### src/rtl/fir_pkg.sv
// Shared helpers for the time-multiplexed FIR: width derivation and the MAC
// sequencer state encoding.
package fir_pkg;

    typedef enum logic [1:0] {
        S_IDLE = 2'd0,
        S_MAC  = 2'd1,
        S_OUT  = 2'd2
    } fir_state_t;

    function automatic int clog2(input int v);
        int r;
        r = 0;
        while ((1 << r) < v) r = r + 1;
        return r;
    endfunction

    function automatic int ch_width(input int channels);
        return (clog2(channels) > 1) ? clog2(channels) : 1;
    endfunction

    function automatic int addr_width(input int n);
        return (clog2(n) > 1) ? clog2(n) : 1;
    endfunction

    // Product width plus growth for N terms: the sum can never overflow.
    function automatic int acc_width(input int dw, input int cw, input int n);
        return dw + cw + clog2(n);
    endfunction

endpackage

### src/rtl/fir_round_sat.sv
// Combinational output scaler: round half up, arithmetic shift, clip to the
// output range and flag when clipping happened.
module fir_round_sat #(
    parameter int ACC_W     = 35,
    parameter int OUT_WIDTH = 16,
    parameter int SHIFT     = 15
) (
    input  logic signed [ACC_W-1:0]     acc,
    output logic signed [OUT_WIDTH-1:0] res,
    output logic                        sat
);

    localparam int EW = ACC_W + 1;
    localparam logic signed [EW-1:0] MAX_V = {{(EW-OUT_WIDTH+1){1'b0}}, {(OUT_WIDTH-1){1'b1}}};
    localparam logic signed [EW-1:0] MIN_V = {{(EW-OUT_WIDTH+1){1'b1}}, {(OUT_WIDTH-1){1'b0}}};
    // Half an output LSB; collapses to zero when SHIFT is 0 so no rounding is applied.
    localparam logic signed [EW-1:0] HALF  = (EW'(1) << SHIFT) >> 1;

    logic signed [EW-1:0] r;

    function automatic logic signed [EW-1:0] round_shift(input logic signed [EW-1:0] a);
        return (a + HALF) >>> SHIFT;
    endfunction

    function automatic logic signed [OUT_WIDTH-1:0] saturate(input logic signed [EW-1:0] v);
        if (v > MAX_V) return MAX_V[OUT_WIDTH-1:0];
        if (v < MIN_V) return MIN_V[OUT_WIDTH-1:0];
        return v[OUT_WIDTH-1:0];
    endfunction

    always_comb begin
        r   = round_shift({acc[ACC_W-1], acc});
        sat = (r > MAX_V) || (r < MIN_V);
        res = saturate(r);
    end

endmodule

### src/rtl/fir_tdm_mac.sv
// Multi-channel FIR sharing one multiply-accumulate unit: one accepted sample
// is filtered over N MAC cycles, then rounded/saturated and presented for one cycle.
module fir_tdm_mac
    import fir_pkg::*;
#(
    parameter int N           = 8,
    parameter int DATA_WIDTH  = 16,
    parameter int COEFF_WIDTH = 16,
    parameter int CHANNELS    = 2,
    parameter int OUT_WIDTH   = 16,
    parameter int SHIFT       = 15,
    localparam int CH_W       = ch_width(CHANNELS),
    localparam int AW         = addr_width(N)
) (
    input  logic                          clk,
    input  logic                          rst,
    input  logic signed [DATA_WIDTH-1:0]  sample_in,
    input  logic [CH_W-1:0]               ch_in,
    input  logic                          valid_in,
    output logic                          ready_in,
    input  logic                          coef_we,
    input  logic [AW-1:0]                 coef_addr,
    input  logic signed [COEFF_WIDTH-1:0] coef_data,
    output logic                          coef_err,
    output logic signed [OUT_WIDTH-1:0]   sample_out,
    output logic [CH_W-1:0]               ch_out,
    output logic                          valid_out,
    output logic                          sat_out
);

    localparam int PROD_W = DATA_WIDTH + COEFF_WIDTH;
    localparam int ACC_W  = acc_width(DATA_WIDTH, COEFF_WIDTH, N);

    fir_state_t state, state_nxt;
    logic accept, coef_ok, ch_ok, addr_ok, last_tap;

    logic [AW-1:0]                 k;
    logic [AW-1:0]                 newest;
    logic [AW-1:0]                 tap_idx;
    logic [CH_W-1:0]               ch_cur;
    logic [AW-1:0]                 wptr [CHANNELS];
    logic signed [COEFF_WIDTH-1:0] coef [N];
    logic signed [DATA_WIDTH-1:0]  hist [CHANNELS][N];
    logic signed [PROD_W-1:0]      prod;
    logic signed [ACC_W-1:0]       acc;
    logic signed [OUT_WIDTH-1:0]   rs_res;
    logic                          rs_sat;

    assign ch_ok    = int'(ch_in) < CHANNELS;
    assign addr_ok  = int'(coef_addr) < N;
    assign last_tap = (k == AW'(N - 1));

    always_comb begin
        state_nxt = state;
        ready_in  = 1'b0;
        accept    = 1'b0;
        coef_ok   = 1'b0;
        case (state)
            S_IDLE: begin
                ready_in = 1'b1;
                // An out-of-range channel still completes the handshake but starts nothing.
                accept   = valid_in && ch_ok;
                coef_ok  = coef_we && !valid_in && addr_ok;
                if (accept) state_nxt = S_MAC;
            end
            S_MAC:   if (last_tap) state_nxt = S_OUT;
            S_OUT:   state_nxt = S_IDLE;
            default: state_nxt = S_IDLE;
        endcase
    end

    always_ff @(posedge clk) begin
        if (rst) state <= S_IDLE;
        else     state <= state_nxt;
    end

    // Tap k reads the sample k positions older than the newest one, wrapping mod N.
    always_comb begin
        if (k > newest) tap_idx = AW'(int'(newest) + N - int'(k));
        else            tap_idx = newest - k;
    end

    assign prod = coef[k] * hist[ch_cur][tap_idx];

    always_ff @(posedge clk) begin
        if (rst) begin
            valid_out  <= 1'b0;
            coef_err   <= 1'b0;
            sat_out    <= 1'b0;
            sample_out <= '0;
            ch_out     <= '0;
            k          <= '0;
            for (int t = 0; t < N; t++) coef[t] <= '0;
            for (int c = 0; c < CHANNELS; c++) begin
                wptr[c] <= '0;
                for (int t = 0; t < N; t++) hist[c][t] <= '0;
            end
        end else begin
            valid_out <= 1'b0;
            coef_err  <= coef_we && !coef_ok;
            if (coef_ok) coef[coef_addr] <= coef_data;
            if (accept) begin
                hist[ch_in][wptr[ch_in]] <= sample_in;
                wptr[ch_in] <= (wptr[ch_in] == AW'(N - 1)) ? '0 : wptr[ch_in] + 1'b1;
                k <= '0;
            end
            if (state == S_MAC) k <= k + 1'b1;
            if (state == S_OUT) begin
                sample_out <= rs_res;
                sat_out    <= rs_sat;
                ch_out     <= ch_cur;
                valid_out  <= 1'b1;
            end
        end
    end

    // Accept edge -> MAC: datapath registers, no reset needed.
    always_ff @(posedge clk) begin
        if (accept) begin
            newest <= wptr[ch_in];
            ch_cur <= ch_in;
            acc    <= '0;
        end else if (state == S_MAC) begin
            acc <= acc + ACC_W'(prod);
        end
    end

    // MAC -> OUT: scaling stage, registered above in the OUT state.
    fir_round_sat #(
        .ACC_W     (ACC_W),
        .OUT_WIDTH (OUT_WIDTH),
        .SHIFT     (SHIFT)
    ) u_round_sat (
        .acc (acc),
        .res (rs_res),
        .sat (rs_sat)
    );

endmodule
### config.mk
export PLATFORM = sky130hd
export DESIGN_NAME = fir_tdm_mac
export DESIGN_NICKNAME = d
export VERILOG_FILES = /design/src/rtl/fir_pkg.sv /design/src/rtl/fir_round_sat.sv /design/src/rtl/fir_tdm_mac.sv
export SDC_FILE = /design/constraint.sdc
export NUM_CORES = 1
export LEC_CHECK = 0
export ABC_AREA = 0
export BUFFER_PORTS_ARGS = -buffer_cell sky130_fd_sc_hd__buf_2
export CORE_MARGIN = 10
export CORE_UTILIZATION = 57
export CTS_CLUSTER_DIAMETER = 80
export DETAILED_ROUTE_END_ITERATION = 7
export GPL_ROUTABILITY_DRIVEN = 1
export GPL_TIMING_DRIVEN = 0
export PLACE_DENSITY = 0.73
export SLEW_MARGIN = 20
export SYNTH_ARGS = -nofsm -noshare
export SYNTH_HDL_FRONTEND = slang
export SYNTH_SLANG_ARGS = --single-unit
### constraint.sdc
create_clock -name clk -period 21.1 [get_ports clk]
set_input_delay 3.165 -clock clk [delete_from_list [all_inputs] [get_ports clk]]
set_output_delay 3.165 -clock clk [all_outputs]
set_load 0.005 [all_outputs]
==> impl_metrics.ini <==
[clocking]
clk_pin_slew_worst_paths_ps = 60
h-tree-depth = 2
cts-resized-gates = 0
cts_root_buffer = clkbuf_16
cts_buffers = 47
clock_sinks = 458
cts_buffer_depth = 3
cts_tree = done
cts_hold_buf = 0
insertion_delay_ps = 590
cts_setup_buffers = 0

[layout]
final_layout_size_suffix_gt1_share_pct = 12.18
fin_nets = 3102
final_cell_mix = edfxtp_1 (394), inv_1 (393), fa_1 (312)
mostFrequentLayoutCell = edfxtp_1
synthToLayoutAreaGrowth_pct = 9.103

[critical_path]
critPathSlowestCell = o21ai_1
end_kind = flop
start_kind = flop
crit_path_max_incr_delay_ps = 830
startpoint = newest[0]
required_ps = 21570
cpMostUsedCell = fa_1
cp.arrival_ps = 10120
reg2reg_from = newest[0]
crit_type = reg -> reg
critPathMaxFanout = 10

[timing]
max-slew-margin-rel_pct = 15.54
post-route-period-util_pct = 45.71
min_period_ps = 9645
rsz0062_at_grt = false
finalSetupViolCount = 0
tightestPinTransition_ps = 1232
drv_slew = 0
finClkSkew_ps = 20.56
hold_viol = 0
fmax_ghz = 0.1037
setup_tns_ps = 0

[floorplan]
die_area_mm2 = 0.06384
ios = 61
fp-row-count = 85
placeableCoreArea_mm2 = 0.05371
initial_core_util_pct = 57.45
fp.dieW_um = 252.7
die_h_um = 252.7

[drt]
vias = 19600
drcViolationCount = 0
drt_iter0_markers = 1677
avgViaCountPerCell = 5.809
wl_per_cell_um = 22.89
ant_nets = 0
first_pass_iters = 6
drt-total-wl_um = 77250

[synth]
avgSynthCellArea_um2 = 12.22
synth.distinct_cells = 65
syn_inst = 2525
ys.flop_type = edfxtp_1
ys_seq_area_share_pct = 42.49
yosysTopAreaCell = edfxtp_1
ys_top_cells_by_area = edfxtp_1 (38%), fa_1 (20%), mux4_2 (7.7%), and2_1 (5.3%), inv_1 (4.8%)
synth_top_area_share_pct = 38.34
synthArstFlopShare_pct = 0
yosysWarnings = 0
syn_area_mm2 = 0.03086
synth.net_count = 2986
ys_ff_latch = 458
synth_edf_count = 394

[grt]
grt_max_degree = 19
grt_pass1_wl_um = 122400
grt_overflow = 0
first_global_vias = 21420
antenna_found_initial = 0
grt_use_met3_pct = 4.976
gr-usage-met1_pct = 32.02
grt.total_usage_pct = 25.27
use_met2_pct = 42.29
busiest_layer = met2

[placement]
dp_hpwl_um = 57730
port_buffers = 60
place.gp.congestion = 0.9349

[run_status]
outcome = completed

[hold_path]
hp-start = sample_out[15]
hold_class = reg -> reg

[flow_run]
cap_violations = 0
==> logic make-up after synthesis <==
group           share of synthesized area, %
compound gates                         3.248
flops                                  42.49
xor+xnor                               1.391
mux                                    9.281
simple gates                           12.87
fa+ha+maj                              24.66
buf+inv                                6.050
==> cells in the mapped netlist, types with 26 or more instances <==
master and number:
inv_1 393, nand2b_1 28, xnor2_1 28, a21oi_1 35, o21ai_0 35, and2_1 263, ha_1 109, dfxtp_1 64
edfxtp_1 394, clkbuf_1 60, mux4_2 105, fa_1 312, nand3_1 26, nand2_1 185, nor2_1 215
==> final timing paths <==
| kind | endpoint | slack (ps) | cells past startpoint |
|---|---|---|---|
| setup reg to reg | acc[27] | 11460 | 30 |
| setup / recovery | acc[27] | 11460 | 30 |
| hold / removal | sample_out[15] | 450 | 2 |
| hold reg to reg | sample_out[15] | 450 | 2 |
==> state kept, by name, indices dropped and copies added (netlist names), named ones only <==
name / flops
hist: 256
newest: 3
wptr: 6
coef_err: 1
acc: 35
state: 2
ch_out: 1
valid_out: 1
sat_out: 1
sample_out: 16
coef: 128
ch_cur: 1
k: 3
==> through the flow <==
| stage | util [%] | worst slack [ps] | hold slack [ps] | cell area (um^2) | cells |
|---|---|---|---|---|---|
| global placement | 59.63 | 11510 | 447.4 | 32030 | 3281 |
| CTS | 62.62 | 11580 | 456.9 | 33630 | 3372 |
| global route | 62.68 | 11150 | 492.5 | 33660 | 3373 |
| floorplan | - | 13210 | 431.5 | 30860 | 2525 |
| detailed placement | 59.83 | 11620 | 448.6 | 32130 | 3287 |
| finish | 62.68 | 11460 | 452.4 | 33670 | 3374 |
==> final cells by class <==
| type | instances | area (um^2) |
|---|---|---|
| Antenna cell | 1 | 2.502 |
| Buffer | 93 | 387.9 |
| Clock buffer | 56 | 1231 |
| Clock inverter | 29 | 269.0 |
| Fill cell | 4018 | 20040 |
| Inverter | 394 | 1479 |
| Multi-Input combinational cell | 1580 | 15930 |
| Sequential cell | 458 | 13110 |
| Tap cell | 696 | 870.8 |
| Timing Repair Buffer | 67 | 379.1 |
==> metal layers <==
| metal | wire [um] | share of wire [%] |
|---|---|---|
| met2 | 38160 | 49 |
| met3 | 6206 | 8.0 |
| met4 | 3029 | 3.9 |
| met1 | 29840 | 39 |
| met5 | 0 | 0 |
==> critical path: cells and delay by family (launching register included) <==
family / cells / cell delay (ps)
AO/OA/AOI/OAI: 8 / 2400
multiplexers: 1 / 390
buffers and inverters: 8 / 1220
flip-flops: 1 / 360
adder cells (fa/ha/maj): 9 / 3870
XOR/XNOR: 1 / 710
AND/OR/NAND/NOR: 3 / 560
Power is not shown: default switching activity piles up to over one toggle a cycle in this logic, so the estimate is an artifact.
